File: config.mk
export PLATFORM = sky130hd
export DESIGN_NAME = lc3_regfile_cc_flat
export DESIGN_NICKNAME = d
export VERILOG_FILES = /design/src/rtl/lc3_regfile_cc_if.sv /design/src/rtl/lc3_regfile_cc.sv /design/src/flat_wrapper.sv
export SDC_FILE = /design/constraint.sdc
export NUM_CORES = 1
export LEC_CHECK = 0
export CAP_MARGIN = 20
export CORE_MARGIN = 2
export CORE_UTILIZATION = 50
export CTS_CLUSTER_SIZE = 25
export DETAILED_ROUTE_END_ITERATION = 8
export MAX_ROUTING_LAYER = met4
export PLACE_DENSITY = 0.71
export SLEW_MARGIN = 20
export SYNTH_ARGS = -nofsm -noshare
export SYNTH_HDL_FRONTEND = slang
export SYNTH_SLANG_ARGS = --single-unit
export TNS_END_PERCENT = 1
File: constraint.sdc
create_clock -name clk -period 1.8 [get_ports clk]
set_clock_uncertainty 0.2 [all_clocks]
set_input_delay 0.27 -clock clk [delete_from_list [all_inputs] [get_ports clk]]
set_output_delay 0.27 -clock clk [all_outputs]
set_load 0.01 [all_outputs]
File: src/rtl/lc3_regfile_cc_if.sv
// Bus-side signal bundle between the LC-3 control/datapath and the GPR/NZP receiver.
// master: control FSM / datapath side, slave: lc3_regfile_cc.
interface lc3_regfile_cc_if #(
  parameter int W = 16
);
  logic [W-1:0] bus;
  logic         ld_reg;
  logic [2:0]   dr;
  logic         ld_cc;
  logic [2:0]   sr1;
  logic [2:0]   sr2;
  logic [W-1:0] sr1_out;
  logic [W-1:0] sr2_out;
  logic [2:0]   nzp;
  logic         bus_err;

  modport master (
    output bus, ld_reg, dr, ld_cc, sr1, sr2,
    input  sr1_out, sr2_out, nzp, bus_err
  );

  modport slave (
    input  bus, ld_reg, dr, ld_cc, sr1, sr2,
    output sr1_out, sr2_out, nzp, bus_err
  );
endinterface

File: src/rtl/lc3_regfile_cc.sv
// LC-3 general-purpose register file and NZP condition codes.
// Captures the shared bus into GPR[dr] on ld_reg and updates NZP on ld_cc;
// two combinational read ports feed the ALU operands.
// Optional feature macro: LC3_REGFILE_BYPASS_EN (write-through forward of bus
// onto a read port whose index matches dr while ld_reg is high).
module lc3_regfile_cc #(
  parameter int         NREG   = 8,
  parameter int         W      = 16,
  parameter logic [2:0] CC_RST = 3'b010
) (
  input logic             clk,
  input logic             rst_n,
  lc3_regfile_cc_if.slave rf
);

  localparam int         AW     = (NREG > 1) ? $clog2(NREG) : 1;
  localparam logic [3:0] NREG_L = 4'(NREG);

  typedef enum logic [2:0] {
    CC_P = 3'b001,
    CC_Z = 3'b010,
    CC_N = 3'b100
  } cc_e;

  logic [W-1:0] gpr_q [NREG];
  logic [W-1:0] gpr_d [NREG];
  cc_e          cc_q, cc_d;
  logic         bus_err_q, bus_err_d;
  logic         bus_x;
  logic         dr_ok;

  assign dr_ok = ({1'b0, rf.dr} < NREG_L);

  // Unknown-bus detection only has meaning in a 4-state simulator.
`ifndef SYNTHESIS
  assign bus_x = (rf.ld_reg | rf.ld_cc) && ((^rf.bus) === 1'bx);
`else
  assign bus_x = 1'b0;
`endif

  // Next-state for GPRs: out-of-range dr silently discards the write.
  always_comb begin
    gpr_d = gpr_q;
    if (rf.ld_reg && dr_ok) begin
      gpr_d[rf.dr[AW-1:0]] = rf.bus;
    end
  end

  // Next-state for NZP: exactly one code bit set, derived from the bus value.
  always_comb begin
    cc_d = cc_q;
    if (rf.ld_cc) begin
      if (rf.bus[W-1]) begin
        cc_d = CC_N;
      end else if (rf.bus == '0) begin
        cc_d = CC_Z;
      end else begin
        cc_d = CC_P;
      end
    end
  end

  // Sticky bus error flag, cleared only by reset.
  always_comb begin
    bus_err_d = bus_err_q | bus_x;
  end

  // State registers with asynchronous active-low reset.
  always_ff @(posedge clk or negedge rst_n) begin
    if (!rst_n) begin
      gpr_q     <= '{default: '0};
      cc_q      <= cc_e'(CC_RST);
      bus_err_q <= 1'b0;
    end else begin
      gpr_q     <= gpr_d;
      cc_q      <= cc_d;
      bus_err_q <= bus_err_d;
    end
  end

  // Read port mux: stored value, or the bus when forwarding is enabled.
  function automatic logic [W-1:0] rd_port(input logic [2:0] sel);
    logic [W-1:0] v;
    v = '0;
    if ({1'b0, sel} < NREG_L) begin
      v = gpr_q[sel[AW-1:0]];
    end
`ifdef LC3_REGFILE_BYPASS_EN
    if (rf.ld_reg && dr_ok && (rf.dr == sel)) begin
      v = rf.bus;
    end
`endif
    return v;
  endfunction

  // Combinational read ports and registered status outputs.
  always_comb begin
    rf.sr1_out = rd_port(rf.sr1);
    rf.sr2_out = rd_port(rf.sr2);
    rf.nzp     = cc_q;
    rf.bus_err = bus_err_q;
  end

endmodule

File: src/flat_wrapper.sv
// flat-port wrapper written by rule: the top's interface ports become plain ports
module lc3_regfile_cc_flat 
#(
  parameter int         NREG   = 8,
  parameter int         W      = 16,
  parameter logic [2:0] CC_RST = 3'b010
)
  (clk, rst_n, rf_bus, rf_ld_reg, rf_dr, rf_ld_cc, rf_sr1, rf_sr2, rf_sr1_out, rf_sr2_out, rf_nzp, rf_bus_err);
  lc3_regfile_cc_if #(.W(W)) rf_i ();
  input logic clk;
  input logic rst_n;
  input wire logic [$bits(rf_i.bus)-1:0] rf_bus;
  input wire logic [$bits(rf_i.ld_reg)-1:0] rf_ld_reg;
  input wire logic [$bits(rf_i.dr)-1:0] rf_dr;
  input wire logic [$bits(rf_i.ld_cc)-1:0] rf_ld_cc;
  input wire logic [$bits(rf_i.sr1)-1:0] rf_sr1;
  input wire logic [$bits(rf_i.sr2)-1:0] rf_sr2;
  output wire logic [$bits(rf_i.sr1_out)-1:0] rf_sr1_out;
  output wire logic [$bits(rf_i.sr2_out)-1:0] rf_sr2_out;
  output wire logic [$bits(rf_i.nzp)-1:0] rf_nzp;
  output wire logic [$bits(rf_i.bus_err)-1:0] rf_bus_err;
  assign rf_i.bus = rf_bus;
  assign rf_i.ld_reg = rf_ld_reg;
  assign rf_i.dr = rf_dr;
  assign rf_i.ld_cc = rf_ld_cc;
  assign rf_i.sr1 = rf_sr1;
  assign rf_i.sr2 = rf_sr2;
  assign rf_sr1_out = rf_i.sr1_out;
  assign rf_sr2_out = rf_i.sr2_out;
  assign rf_nzp = rf_i.nzp;
  assign rf_bus_err = rf_i.bus_err;
  lc3_regfile_cc #(.NREG(NREG), .W(W), .CC_RST(CC_RST)) u_core (.clk(clk), .rst_n(rst_n), .rf(rf_i));
endmodule
==> run_results.csv <==
group,metric,value,unit
route,wl_per_cell,25.28,microns
route,viasPerCell,6.171,
synth,synth_area_per_cell,17.48,sq um
timing,hold_violations,0,
timing,hold_slack,0.1007,ns
clock_tree,clk_latency,0.41,ns
placed_design,place.gp.congestion,0.7944,
timing,slew_headroom,59.26,%
synth,syn_nets,439,
run_status,outcome,"complete, but fails checks",
layout,drive_above_1_share,66.29,%
run_status,violations,"setup timing",
floorplanning,die_w,123.7,microns
route,vias,4369,
global_route,grt_max_degree,42,
clock_tree,cts_tree,"yes",
global_route,grt_pass1_vias,4810,
layout,register_area,3279,sq um
synth,synth_cell_type_count,26,
synth,synthCells,410,
synth,syn_area,7166,sq um
clock_tree,clockBufferDepth,2,
route,finalWirelength,17.90,mm
floorplanning,start_util,51.42,%
placed_design,hpwl,11.02,mm
synth,ys_warn_count,0,
layout,area_delta_synth_final,26.75,%
global_route,grt_usage,26.59,%
floorplanning,die_area,15310,sq um
global_route,antenna_found_initial,0,
flow_run,cap_violations,0,
route,drt_iter0_markers,406,
synth,ys_ff_latch,131,
power,p_per_area,1166,nW/um^2
floorplanning,pin_count,65,
clock_tree,htreeDepth,4,
floorplanning,rows,43,
timing,rsz0062_at_grt,"true",
timing,min_period,2.235,ns
synth,ys_seq_area_share,45.77,%
floorplanning,die_height,123.7,microns
route,firstDrtPassIters,4,
critical_path,end_kind,"output pin",
timing,max_freq,447.4,MHz
critical_path,path_class,"reg -> out",
clock_tree,clkTransAtPathRegs,0.06,ns
timing,setup_ws,-0.4351,ns
clock_tree,root_buffer,"clkbuf_16",
layout,antenna_cells,0,
power,total_power,0.01059,W
timing,setup_violations,32,
critical_path,cp_max_fo,3,
critical_path,critPathLaunchType,"flop",
placed_design,port_buffers,63,
timing,slew_viol_final,0,
layout,multi_input_area,3578,sq um
global_route,grt_pass1_wl,27.86,mm
critical_path,arrival,1.77,ns
global_route,grt_overflow_total,0,
clock_tree,cts_sinks,131,
layout,nets,544,
power,ir_drop,0.7301,mV
route,drc,0,
critical_path,crit_required,1.33,ns
layout,nFillCells,982,
timing,worst_pin_slew,0.6056,ns
floorplanning,coreArea,13930,sq um
power,p_leak,3.880,nW
min_path,min_path_type,"in -> async",
critical_path,rrSetupSlack,0.68,ns
route,ant_nets,0,
timing,post-route-period-util,124.2,%
clock_tree,cts_inserted_buffers,17,
[cell usage in the layout (no fill, tap or decap), types with 7 or more instances in the layout]
master,Yosys,routed
buf_12,0,19
buf_4,6,34
buf_6,10,32
clkbuf_16,0,17
clkdlybuf4s50_1,0,23
dfrtp_1,130,130
mux2_1,7,7
mux2_2,154,123
mux2_4,0,31
mux4_2,16,64
[power by group]
group | switching, W | internal [W] | leakage, nW | total (W)
combinational | 0.000932 | 0.00191 | 2.01 | 0.00284
clock | 0.00128 | 0.00238 | 0.301 | 0.00366
sequential | 0.000496 | 0.00359 | 1.57 | 0.00409
total | 0.00271 | 0.00788 | 3.88 | 0.0106
[synth_stat cells, drive strengths merged]
cell | n | share of area, %
nor3 | 2 | 0.45
dfrtp | 130 | 45
mux2 | 161 | 25
clkbuf | 5 | 0.26
nand2 | 1 | 0.052
nand4 | 2 | 0.26
nor4 | 4 | 0.35
dfstp | 1 | 0.37
nand4b | 3 | 0.63
nor3b | 2 | 0.52
a41o | 1 | 0.14
inv | 2 | 0.10
mux4 | 64 | 23
nand2b | 2 | 0.28
o21ai | 1 | 0.070
buf | 27 | 3.0
o22ai | 1 | 0.087
conb | 1 | 0.052
[worst max-delay path: stages, from the launching register on]
cell and delay, ns:
dfrtp_1 0.39, mux4_2 0.52, mux2_4 0.31, buf_6 0.12
[layer usage]
layer	global-route usage, %	up-vias	part of all wire (%)
li1	-	1839	-
met1	35.33	2335	42
met2	40.04	167	49
met3	6.731	28	6.4
met4	9.801	0	2.0
met5	-	-	0
[cell families after synthesis]
family                 Yosys count  synth area share [%]
AOI/OAI and AO/OA                3                0.2968
and+or+nand+nor                 16                 2.549
other                            1               0.05233
muxes                          225                 47.93
DFF                            131                 45.77
buffers and inverters           34                 3.405
[what timing repair did]
action / 4_1_cts / 5_1_grt
pin swaps: 0 / 0
buffers inserted: 4 / 0
setup endpoints to repair: 34 / 33
hold endpoints to repair: 130 / 0
resized for setup: 215 / 6
cloned: 2 / 0
hold buffers: 1 / 0
[path summary, 6_finish.rpt]
kind,cells past startpoint,to,startpoint
min in group clk,2,u_core.rf.nzp[1],u_core.rf.nzp[1]
setup reg to reg,2,u_core.gpr_q[70],u_core.gpr_q[70]
hold / removal,2,u_core.gpr_q[125],rst_n
max in group asynchronous,3,u_core.rf.nzp[1],rst_n
setup / recovery,3,rf_sr2_out[3],u_core.gpr_q[67]
hold reg to reg,2,u_core.rf.nzp[1],u_core.rf.nzp[1]
[cell type report]
cell class / count / area share, %
repair buffers: 118 / 14.93
inverters: 2 / 0.08266
clock buffers: 19 / 4.987
multi-input cells: 245 / 39.40
clock inverters: 13 / 2.011
flip-flops and latches: 131 / 36.11
well taps: 180 / 2.480
[registers in the layout, summed over array words and instances (netlist names)]
signal,flops
u_core.rf.nzp,3
u_core.gpr_q,128
[through the flow]
stage | cells | util [%] | TNS [ns] | setup WS (ns) | instance area [sq um]
detailed placement | 669 | 60.77 | -52.66 | -0.8616 | 8468
floorplan | 410 | - | -0.4115 | -0.01758 | 7287
global placement | 669 | 60.77 | -49.40 | -0.8473 | 8468
global route | 708 | 65.18 | -13.02 | -0.4611 | 9082
finish | 708 | 65.18 | -11.63 | -0.4351 | 9082
CTS | 708 | 65.05 | -12.10 | -0.4413 | 9065
No activity file was read; power rests on OpenSTA's default activity.
